[config.mk]
export PLATFORM = sky130hd
export DESIGN_NAME = open_loop_rx_flow_q
export DESIGN_NICKNAME = d
export VERILOG_FILES = /design/src/rtl/open_loop_rx_flow_q.sv
export SDC_FILE = /design/constraint.sdc
export NUM_CORES = 1
export LEC_CHECK = 0
export BUFFER_PORTS_ARGS = -buffer_cell sky130_fd_sc_hd__buf_4
export CORE_ASPECT_RATIO = 1.2
export CORE_MARGIN = 1
export CORE_UTILIZATION = 56
export CTS_CLUSTER_DIAMETER = 150
export DETAILED_ROUTE_END_ITERATION = 16
export PLACE_DENSITY = 0.79
export SETUP_SLACK_MARGIN = 0.5
export SLEW_MARGIN = 40
export SYNTH_ARGS = -nofsm -noshare
export SYNTH_HDL_FRONTEND = slang
export SYNTH_SLANG_ARGS = --single-unit
[constraint.sdc]
create_clock -name clk -period 3.2 [get_ports clk]
set_input_delay 0 -clock clk [delete_from_list [all_inputs] [get_ports clk]]
set_output_delay 0 -clock clk [all_outputs]
set_load 0.02 [all_outputs]
[src/rtl/open_loop_rx_flow_q.sv]
`timescale 1ns/1ps
// open_loop_rx_flow_q: flow-ID work queue feeding the open-loop RX engine; registers NUM_FLOWS IDs
// during setup, then serves them round-robin. Defining OPEN_LOOP_RX_FLOWQ_STATS_EN adds hwm/pop/ovf stats.
module open_loop_rx_flow_q #(
  parameter int DEPTH     = 64,
  parameter int NUM_FLOWS = 16,
  parameter int FLOWID_W  = 16,
  parameter int PTR_W     = $clog2(DEPTH)
) (
  input  logic                clk,
  input  logic                rst,
  input  logic                setup_flowq_val,
  input  logic [FLOWID_W-1:0] setup_flowq_flowid,
  output logic                flowq_setup_rdy,
  output logic                recv_q_empty,
  output logic [FLOWID_W-1:0] recv_q_rd_data,
  input  logic                recv_q_rd_req,
  output logic                recv_q_full,
  input  logic                recv_q_wr_req,
  input  logic [FLOWID_W-1:0] recv_q_wr_data,
  output logic                setup_done,
`ifdef OPEN_LOOP_RX_FLOWQ_STATS_EN
  output logic [PTR_W:0]      flowq_hwm,
  output logic [31:0]         flowq_pop_cnt,
  output logic                flowq_ovf,
`endif
  output logic [PTR_W:0]      flowq_occupancy
);

  localparam int CNT_W = PTR_W + 1;

  typedef enum logic {ST_SETUP = 1'b0, ST_DONE = 1'b1} state_t;

  generate
    if (NUM_FLOWS < 1 || NUM_FLOWS > DEPTH) begin : g_bad_num_flows
      $error("open_loop_rx_flow_q: NUM_FLOWS must be in 1..DEPTH");
    end
    if (DEPTH < 2 || (DEPTH & (DEPTH - 1)) != 0) begin : g_bad_depth
      $error("open_loop_rx_flow_q: DEPTH must be a power of two >= 2");
    end
  endgenerate

  logic [FLOWID_W-1:0] mem_q [DEPTH];
  logic [PTR_W-1:0]    rd_ptr_q, wr_ptr_q;
  logic [CNT_W-1:0]    count_q, count_d;
  logic [CNT_W-1:0]    reg_cnt_q;
  logic                empty_q, full_q;
  logic                setup_done_q;
  state_t              state_q;

  logic                rx_wr_acc, setup_acc, wr_acc, rd_acc;
  logic [FLOWID_W-1:0] wr_data;

  // RX requeue wins; setup is only offered a slot when the RX engine is not writing.
  always_comb begin
    flowq_setup_rdy = !rst && (state_q == ST_SETUP) && !full_q && !recv_q_wr_req;
    rx_wr_acc       = recv_q_wr_req && !full_q;
    setup_acc       = setup_flowq_val && flowq_setup_rdy;
    wr_acc          = rx_wr_acc || setup_acc;
    wr_data         = rx_wr_acc ? recv_q_wr_data : setup_flowq_flowid;
    rd_acc          = recv_q_rd_req && !empty_q;
    count_d         = count_q + CNT_W'(wr_acc) - CNT_W'(rd_acc);
  end

  always_ff @(posedge clk or posedge rst) begin
    if (rst) begin
      rd_ptr_q <= '0;
      wr_ptr_q <= '0;
      count_q  <= '0;
      empty_q  <= 1'b1;
      full_q   <= 1'b0;
    end else begin
      if (rd_acc) rd_ptr_q <= rd_ptr_q + PTR_W'(1);
      if (wr_acc) wr_ptr_q <= wr_ptr_q + PTR_W'(1);
      count_q <= count_d;
      empty_q <= (count_d == '0);
      full_q  <= (count_d == CNT_W'(DEPTH));
    end
  end

  always_ff @(posedge clk) begin
    if (wr_acc) mem_q[wr_ptr_q] <= wr_data;
  end

  always_ff @(posedge clk or posedge rst) begin
    if (rst) begin
      state_q      <= ST_SETUP;
      setup_done_q <= 1'b0;
      reg_cnt_q    <= '0;
    end else begin
      case (state_q)
        ST_SETUP: begin
          if (setup_acc) begin
            reg_cnt_q <= reg_cnt_q + CNT_W'(1);
            if (reg_cnt_q == CNT_W'(NUM_FLOWS - 1)) begin
              state_q      <= ST_DONE;
              setup_done_q <= 1'b1;
            end
          end
        end
        default: begin
          state_q      <= ST_DONE;
          setup_done_q <= 1'b1;
        end
      endcase
    end
  end

  assign recv_q_empty    = empty_q;
  assign recv_q_full     = full_q;
  assign recv_q_rd_data  = empty_q ? '0 : mem_q[rd_ptr_q];
  assign setup_done      = setup_done_q;
  assign flowq_occupancy = count_q;

`ifdef OPEN_LOOP_RX_FLOWQ_STATS_EN
  logic [CNT_W-1:0] hwm_q;
  logic [31:0]      pop_cnt_q;
  logic             ovf_q;

  // hwm tracks count_d so it rises in the same cycle the occupancy does.
  always_ff @(posedge clk or posedge rst) begin
    if (rst) begin
      hwm_q     <= '0;
      pop_cnt_q <= '0;
      ovf_q     <= 1'b0;
    end else begin
      if (count_d > hwm_q) hwm_q <= count_d;
      if (rd_acc && (pop_cnt_q != '1)) pop_cnt_q <= pop_cnt_q + 32'd1;
      if (recv_q_wr_req && full_q) ovf_q <= 1'b1;
    end
  end

  assign flowq_hwm     = hwm_q;
  assign flowq_pop_cnt = pop_cnt_q;
  assign flowq_ovf     = ovf_q;
`endif

endmodule

==> metrics.log, run 1 <==
[metrics] status: finished with violations
[metrics] violations in the final reports: setup timing
[metrics] count of antenna-violating nets left after detailed routing: 0
[metrics] Rel. slew slack: 0.394
[metrics] Max rail drop VDD: 0.807 mV
[metrics] worst hold slack: 0.0626 ns
[metrics] area share of the largest cell type after synthesis: 0.752
[metrics] total via count in the routed design: 22200
[metrics] drt total wl: 109000 microns
[metrics] ports placed on the boundary: 64
[metrics] sequential element share of the synthesized area: 0.771
[metrics] number of DRC violations after detailed-routing iteration 0: 3268
[metrics] portion of the clock cycle consumed by the worst path in the final layout: 1.02
[metrics] HPWL reported at the end of detailed placement: ~56000 microns
[metrics] post-placement worst setup slack: 0.0653 ns
[metrics] Critical Path End Type: output port
[metrics] Cell Int Power: between 20 and 30 mW
[metrics] share of power burned in the clock network: 0.246
[metrics] instance count of the mapped netlist: just under 2000
[metrics] Warnings, synthesis: 0
[metrics] std cell rows: 108
[metrics] slew of the pin with the lowest slew margin: 0.908 ns
[metrics] Post-route DRC: 0
[metrics] vias in the first global route: 22000
[metrics] count of distinct cell types in the synthesized netlist: 50
[metrics] first drt pass iteration count: 5
[metrics] CTS buffer count: 90
[metrics] leading post-synthesis cells by instance count: 1024 x sky130_fd_sc_hd__edfxtp_1, 187 x sky130_fd_sc_hd__mux4_2, 128 x sky130_fd_sc_hd__mux2i_1
[metrics] Die Footprint: roughly 74000 sq um
[metrics] Min-Delay Path Class: primary input to flop
[metrics] Initial Utilization: 0.565
[metrics] final number of max-transition violations: 0
[metrics] final critical-path required period: 3.28 ns
[metrics] Hold Vio Cnt, Final: 0
[metrics] WP data required: about 3.2 ns
[metrics] sw frac: 0.338
[metrics] mean instance size in the synthesized netlist: about 21 sq um
[metrics] total of endpoints with negative setup slack in the final report: 4
[metrics] Worst Setup Slack, final: -0.0776 ns
[metrics] clock root buffer: sky130_fd_sc_hd__clkbuf_16
[metrics] combinational fraction of design power: 0.383
[metrics] final-stage net count: 2262
[metrics] fraction of registers with async set/reset: 0.0285
[metrics] Post-synth top flop: sky130_fd_sc_hd__edfxtp_1
[metrics] GP Congestion: 0.846
[metrics] clk sinks: 1054
[metrics] global-route wire length before repair: 152000 microns
[metrics] top cells by area in the synthesized netlist: sky130_fd_sc_hd__edfxtp_1 75%, sky130_fd_sc_hd__mux4_2 10%, sky130_fd_sc_hd__mux2i_1 3.1%
[metrics] clock-pin slew of the registers on the worst-case setup and hold paths: 0.07 ns
[metrics] library cell occupying the most area in the post-synthesis netlist: sky130_fd_sc_hd__edfxtp_1
[metrics] delay of the slowest cell on the worst path: 0.53 ns
[metrics] slowest library cell on the worst path: sky130_fd_sc_hd__dfrtp_4
[metrics] total routing usage reported by global routing: 0.287
[metrics] highest clock frequency the design can meet: between 300 and 400 MHz
[metrics] power density of the placed cells: 923 nW/um^2
[metrics] flops & latches, synth: 1054
[metrics] Leakage Power: between 15 and 20 nW
[metrics] share of layout cells above drive strength 1: 0.343
[metrics] synthesis-to-finish area growth: 18.2%
[metrics] Seq pwr share: 0.371
[metrics] post-route clock skew: about 0.036 ns
[metrics] die width: 249 microns
[metrics] port buffer count: 63
[metrics] kind of launch point of the worst setup path: flop
[metrics] peak fanout along the critical path: 14
[metrics] maximum level of the CTS H-tree: 3
[metrics] total of max-cap violations: 0
[metrics] GRT Residual Overflow: 0
[metrics] area of the placeable core: 72300 sq um
[metrics] Net Count, Synth: approximately 2000
[metrics] clock tree from TritonCTS: yes
[metrics] startpoint-to-endpoint class of the critical path: flop to output port
[metrics] n_diodes: 0
[metrics] number of antenna violations at the first check in global routing: 1
[metrics] maximum number of buffers from clock root to sink: 3
[metrics] number of vias per cell after detailed routing: 6.88
[metrics] wire length per cell after detailed routing: between 30 and 40 microns
[metrics] number of flops mapped to enable cells by yosys: slightly above 1000
[metrics] Arr. time, crit path: 3.28 ns
[metrics] mapped cell area: 40900 sq um
[metrics] net load switching power: 15.1 mW
[metrics] floorplan die height: 298 microns
[metrics] clk_lat worst skew: 0.68 ns
[metrics] pin count of the biggest net entering global routing: 65
[metrics] critical-path cell list: buf_12 -> buf_12 -> buf_16 -> buf_16 -> buf_4 -> mux4_2 -> a22oi_1 -> a21oi_2 -> a22o_4 -> buf_6
[metrics] RSZ-0062 raised after global routing: true
[metrics] most common cell in the netlist: sky130_fd_sc_hd__edfxtp_1
## cells in the final DEF, fill, tap and decap left out, types with 6 or more instances in the layout
cell type and n:
sky130_fd_sc_hd__a22o_4 9, sky130_fd_sc_hd__nand3b_1 6, sky130_fd_sc_hd__clkbuf_16 93, sky130_fd_sc_hd__a211oi_4 12
sky130_fd_sc_hd__nand4_1 6, sky130_fd_sc_hd__a22o_1 22, sky130_fd_sc_hd__edfxtp_1 1024, sky130_fd_sc_hd__o221ai_2 7
sky130_fd_sc_hd__buf_6 39, sky130_fd_sc_hd__a211oi_2 23, sky130_fd_sc_hd__a211oi_1 13, sky130_fd_sc_hd__inv_1 11
sky130_fd_sc_hd__a22oi_2 24, sky130_fd_sc_hd__a21oi_4 9, sky130_fd_sc_hd__a21oi_2 16, sky130_fd_sc_hd__bufinv_16 7
sky130_fd_sc_hd__mux2i_2 6, sky130_fd_sc_hd__nor2_1 62, sky130_fd_sc_hd__buf_12 22, sky130_fd_sc_hd__nand2_1 20
sky130_fd_sc_hd__clkinv_2 22, sky130_fd_sc_hd__xnor2_1 13, sky130_fd_sc_hd__mux2_2 14, sky130_fd_sc_hd__nand2_2 6
sky130_fd_sc_hd__buf_4 188, sky130_fd_sc_hd__a21oi_1 25, sky130_fd_sc_hd__mux2i_1 120, sky130_fd_sc_hd__nor2_2 7
sky130_fd_sc_hd__o22ai_1 29, sky130_fd_sc_hd__mux4_2 190, sky130_fd_sc_hd__o221ai_1 24, sky130_fd_sc_hd__clkbuf_1 17
sky130_fd_sc_hd__buf_16 19, sky130_fd_sc_hd__dfrtp_1 25, sky130_fd_sc_hd__a22oi_1 24, sky130_fd_sc_hd__ha_1 8
sky130_fd_sc_hd__clkinv_1 18
## metal layers
| layer | vias up | global-route usage | wire (microns) |
|---|---|---|---|
| li1 | 8675 | - | - |
| met1 | 11400 | 0.371 | 36000 |
| met2 | 1813 | 0.469 | 54300 |
| met3 | 340 | 0.0552 | 12700 |
| met4 | 2 | 0.149 | 6140 |
| met5 | - | 0 | 13 |
## cell families (layout without fill, tap and decap cells)
| group | Yosys count | after routing | synth area share |
|---|---|---|---|
| flops | 1054 | 1054 | 0.771 |
| mux | 339 | 339 | 0.143 |
| compound gates | 252 | 252 | 0.0454 |
| simple gates | 148 | 148 | 0.0170 |
| buf+inv | 136 | 469 | 0.0169 |
| xor+xnor | 18 | 18 | 0.00386 |
| fa+ha+maj | 11 | 11 | 0.00355 |
## state kept, by name, indices dropped and copies added, names as in the netlist
register,cells
mem_q,1024
flowq_occupancy,7
reg_cnt_q,7
rd_ptr_q,6
wr_ptr_q,6
recv_q_empty,1
recv_q_full,1
setup_done,1
state_q,1
## cell type report
cell class | count | area (sq um)
clock buffers | 110 | 2390
clock inverters | 59 | 502
fillers | 4117 | 24000
inverters | 16 | 66.3
multi-input cells | 768 | 9570
flip-flops and latches | 1054 | 31500
well taps | 935 | 1170
repair buffers | 284 | 3110
## metrics by stage
step           power (mW)  setup TNS (ns)  utilization  area, sq um  instances
2_1_floorplan        24.9               0            -        40900       1958
4_1_cts              43.3               0        0.662        47800       3212
3_3_place_gp         29.4               0        0.598        43200       2982
3_5_place_dp         29.6               0        0.598        43200       2982
6_report             44.6          -0.183        0.668        48300       3226
5_1_grt              45.6          -0.329        0.668        48300       3226
## power groups by stage
stage | Sequential [mW] | Combinational, mW | Clock (mW)
2_1_floorplan | 16.5 | 8.38 | 0
3_3_place_gp | 16.8 | 12.6 | 0
3_5_place_dp | 16.8 | 12.8 | 0
4_1_cts | 16.5 | 15.9 | 10.9
5_1_grt | 16.6 | 17.6 | 11.5
6_report | 16.5 | 17.1 | 11.0
## worst max-delay path, delay by kind of cell (launching register included)
family / cells / cell delay (ns)
AO/OA/AOI/OAI: 3 / 0.75
buffers and inverters: 6 / 0.88
flip-flops: 1 / 0.53
multiplexers: 1 / 0.43
## final timing paths
check,cells past startpoint,from,endpoint,slack (ns)
worst max-delay path,10,rd_ptr_q[0],recv_q_rd_data[5],-0.08
worst min-delay path,3,recv_q_wr_data[7],mem_q[43][7],0.06
worst max register to register,15,state_q,recv_q_full,0.30
worst min register to register,1,setup_done,setup_done,0.48
max in group asynchronous,4,rst,rd_ptr_q[0],2.72
min in group asynchronous,4,rst,flowq_occupancy[1],0.10
## repair_timing
action / 4_1_cts / 5_1_grt
pin swaps: 61 / 37
gates resized for setup: 170 / 86
endpoints found under the hold margin: 41 / 0
hold buffers: 5 / 0
buffers inserted: 39 / 11
setup endpoints to repair: 25 / 458
cloned: 17 / 3
Note: power is estimated with default switching activity, not from simulation.
==> inputs of run 2 (changes only) <==
--- a/config.mk
+++ b/config.mk
@@ -5,10 +5,12 @@
 export SDC_FILE = /design/constraint.sdc
 export NUM_CORES = 1
 export LEC_CHECK = 0
+export ABC_CLOCK_PERIOD_IN_PS = 3200
 export BUFFER_PORTS_ARGS = -buffer_cell sky130_fd_sc_hd__buf_4
 export CORE_ASPECT_RATIO = 1.2
 export CORE_MARGIN = 1
 export CORE_UTILIZATION = 56
+export CTS_BUF_LIST = sky130_fd_sc_hd__clkbuf_8 sky130_fd_sc_hd__clkbuf_16
 export CTS_CLUSTER_DIAMETER = 150
 export DETAILED_ROUTE_END_ITERATION = 16
 export PLACE_DENSITY = 0.79
==> constraint.sdc (replaced) <==
create_clock -name clk -period 3.2 [get_ports clk]
set_input_delay 0 -clock clk [delete_from_list [all_inputs] [get_ports clk]]
set_output_delay 0 -clock clk [all_outputs]
set_load 0.1 [all_outputs]
==> metrics.log, run 2 (same netlist as run 1, synthesis figures left out) <==
[metrics] Min-Delay Path Class: primary input to flop
[metrics] clock tree from TritonCTS: yes
[metrics] leading cell types in the layout, fill and taps excluded: 1024 x sky130_fd_sc_hd__edfxtp_1, 190 x sky130_fd_sc_hd__mux4_2, 190 x sky130_fd_sc_hd__buf_4, 127 x sky130_fd_sc_hd__mux2i_1, 99 x sky130_fd_sc_hd__clkbuf_16
[metrics] Rel. slew slack: 0.443 (+0.0486)
[metrics] Die Footprint: 74100 sq um (unchanged)
[metrics] Hold Vio Cnt, Final: 0 (unchanged)
[metrics] Post-route DRC: 0 (unchanged)
[metrics] synthesis-to-finish area growth: 19.4%
[metrics] startpoint-to-endpoint class of the critical path: flop to output port
[metrics] share of layout cells above drive strength 1: 0.343 (+0.000586)
[metrics] count of filler cells inserted in the layout: 4069 (-1.2%)
[metrics] pin count of the biggest net entering global routing: 65 (unchanged)
[metrics] area of the placeable core: 72300 sq um (unchanged)
[metrics] ports placed on the boundary: 64 (unchanged)
[metrics] area used by multi-input combinational logic: 9580 sq um (+0.20%)
[metrics] total of endpoints with negative setup slack in the final report: 14 (+10)
[metrics] Top reg by flops: mem_q
[metrics] RSZ-0062 raised after global routing: true
[metrics] clk sinks: 1054 (unchanged)
[metrics] number of antenna violations at the first check in global routing: 0 (-1)
[metrics] die width: 249 microns (unchanged)
[metrics] commonest non-fill, non-tap cell in the layout: sky130_fd_sc_hd__edfxtp_1
[metrics] WP data required: 3.20 ns (about the same)
[metrics] port buffer count: 63 (unchanged)
[metrics] final critical-path required period: 3.36 ns (+0.0853 ns)
[metrics] GP Congestion: 0.839 (-0.86%)
[metrics] highest clock frequency the design can meet: 297 MHz (-2.5%)
[metrics] clock root buffer: sky130_fd_sc_hd__clkbuf_16
[metrics] total of max-cap violations: 0 (unchanged)
[metrics] std cell rows: 108 (unchanged)
[metrics] Max rail drop VDD: 2.69 mV (+230%)
[metrics] Arr. time, crit path: 3.36 ns (+0.08 ns)
[metrics] kind of launch point of the worst setup path: flop
[metrics] number of vias per cell after detailed routing: 6.96 (+1.2%)
[metrics] peak fanout along the critical path: 8 (-6)
[metrics] first drt pass iteration count: 7 (+2)
[metrics] clk_lat worst skew: 0.68 ns (about the same)
[metrics] Initial Utilization: 0.565 (unchanged)
[metrics] clock-pin slew of the registers on the worst-case setup and hold paths: 0.07 ns (about the same)
[metrics] power density of the placed cells: 999 nW/um^2 (+8.2%)
[metrics] HPWL reported at the end of detailed placement: 56500 microns (+1.0%)
[metrics] vias in the first global route: 22400 (+1.9%)
[metrics] CTS buffer count: 94 (+4.4%)
[metrics] cell count after placement: 2982 (unchanged)
[metrics] maximum level of the CTS H-tree: 3 (unchanged)
[metrics] status: finished with violations
[metrics] n_diodes: 0 (unchanged)
[metrics] final number of max-transition violations: 0 (unchanged)
[metrics] count of non-filler cells in the finished layout: 3225 (-0.031%)
[metrics] Worst Setup Slack, final: -0.163 ns (-0.0853 ns)
[metrics] GRT Residual Overflow: 0 (unchanged)
[metrics] final-stage net count: 2258 (-0.18%)
[metrics] slew of the pin with the lowest slew margin: 0.835 ns (-0.0730 ns)
[metrics] register area: 31500 sq um (about the same)
[metrics] global-route wire length before repair: 155000 microns (+1.8%)
[metrics] portion of the clock cycle consumed by the worst path in the final layout: 1.05 (+0.0267)
[metrics] Critical Path End Type: output port
[metrics] worst reg2reg path depth: 15 (unchanged)
[metrics] PnR Total Power: 48.7 mW (+9.3%)
[metrics] worst hold path depth: 3 (unchanged)
[metrics] Fin Setup TNS: -0.840 ns (-0.658 ns)
[metrics] post-route clock skew: 0.0320 ns (-0.00436 ns)
[metrics] area of all placed cells without fillers: 48800 sq um (+1.0%)
[metrics] placed standard-cell area: 43400 sq um (+0.41%)
[metrics] final core occ: 0.675 (+0.00675)
[metrics] Leakage Power: 16.2 nW (+1.7%)
[metrics] drt total wl: 113000 microns (+3.2%)
[metrics] wire length per cell after detailed routing: 34.9 microns (+3.2%)
[metrics] count of antenna-violating nets left after detailed routing: 0 (unchanged)
[metrics] floorplan die height: 298 microns (unchanged)
[metrics] maximum number of buffers from clock root to sink: 3 (unchanged)
[metrics] violations in the final reports: setup timing
[metrics] number of DRC violations after detailed-routing iteration 0: 3294 (+0.80%)
[metrics] number of flip-flops in the largest register: 1024 (unchanged)
[metrics] total routing usage reported by global routing: 0.293 (+0.00558)
[metrics] total via count in the routed design: 22400 (+1.1%)
[run 2: cell count changes in the layout (fill, tap and decap cells not counted), moves of 10 or more]
cell	previous run	this run
sky130_fd_sc_hd__a22o_1	22	11
sky130_fd_sc_hd__buf_6	39	10
sky130_fd_sc_hd__clkbuf_8	0	10
sky130_fd_sc_hd__inv_1	11	26
sky130_fd_sc_hd__buf_12	22	40
sky130_fd_sc_hd__clkbuf_1	17	0
sky130_fd_sc_hd__a22o_4	9	19
[run 2: area by class of cell]
cell class	instances	share of cell area
timing repair buffer	276	0.0648
clock inverter	68	0.0145
multi-input combinational	768	0.196
tap	935	0.0240
clock buffer	108	0.0531
inverter	16	0.00136
sequential	1054	0.646
[run 2: power by group]
group | internal [mW] | switching [mW] | total (mW)
clock | 6.93 | 5.10 | 12.0
sequential | 16.0 | 0.532 | 16.6
combinational | 8.09 | 12.0 | 20.1
total | 31.1 | 17.7 | 48.7
[run 2: timing repair]
| item | in CTS | in global routing |
|---|---|---|
| hold endpoints to repair | 39 | 0 |
| buffers inserted | 29 | 17 |
| pin swaps | 46 | 31 |
| cloned | 15 | 1 |
| gates resized for setup | 193 | 61 |
| hold buffers | 5 | 0 |
| setup endpoints to repair | 35 | 273 |
[run 2: worst max-delay path, cell delays in order, from the launching register on]
cell,delay (ns)
sky130_fd_sc_hd__dfrtp_4,0.43
sky130_fd_sc_hd__buf_12,0.16
sky130_fd_sc_hd__buf_8,0.14
sky130_fd_sc_hd__buf_16,0.15
sky130_fd_sc_hd__mux4_2,0.52
sky130_fd_sc_hd__a22o_2,0.28
sky130_fd_sc_hd__a211oi_4,0.36
sky130_fd_sc_hd__a21oi_1,0.12
sky130_fd_sc_hd__a22o_1,0.32
sky130_fd_sc_hd__buf_8,0.21
[run 2: through the flow]
stage                     hold WS (ns)  worst slack, ns
final                           0.0276           -0.163
after global routing            0.0469           -0.133
after CTS                       0.0347          -0.0696
after detailed placement         0.180           0.0708
after global placement           0.161            0.118
after floorplan                -0.0804            0.313
[run 2: final timing paths]
path	end	startpoint	slack, ns
max in group asynchronous	rd_ptr_q[1]	rst	2.73
max reg2reg	recv_q_full	state_q	0.38
min in group asynchronous	flowq_occupancy[3]	rst	0.10
max	recv_q_rd_data[4]	rd_ptr_q[0]	-0.16
min reg2reg	setup_done	setup_done	0.47
min	mem_q[39][7]	setup_flowq_flowid[7]	0.03
[run 2: metal layers]
metal | GRT usage | wire length (microns)
met1 | 0.361 | 36600
met2 | 0.494 | 57100
met3 | 0.0590 | 12000
met4 | 0.152 | 7020
met5 | 0 | 0
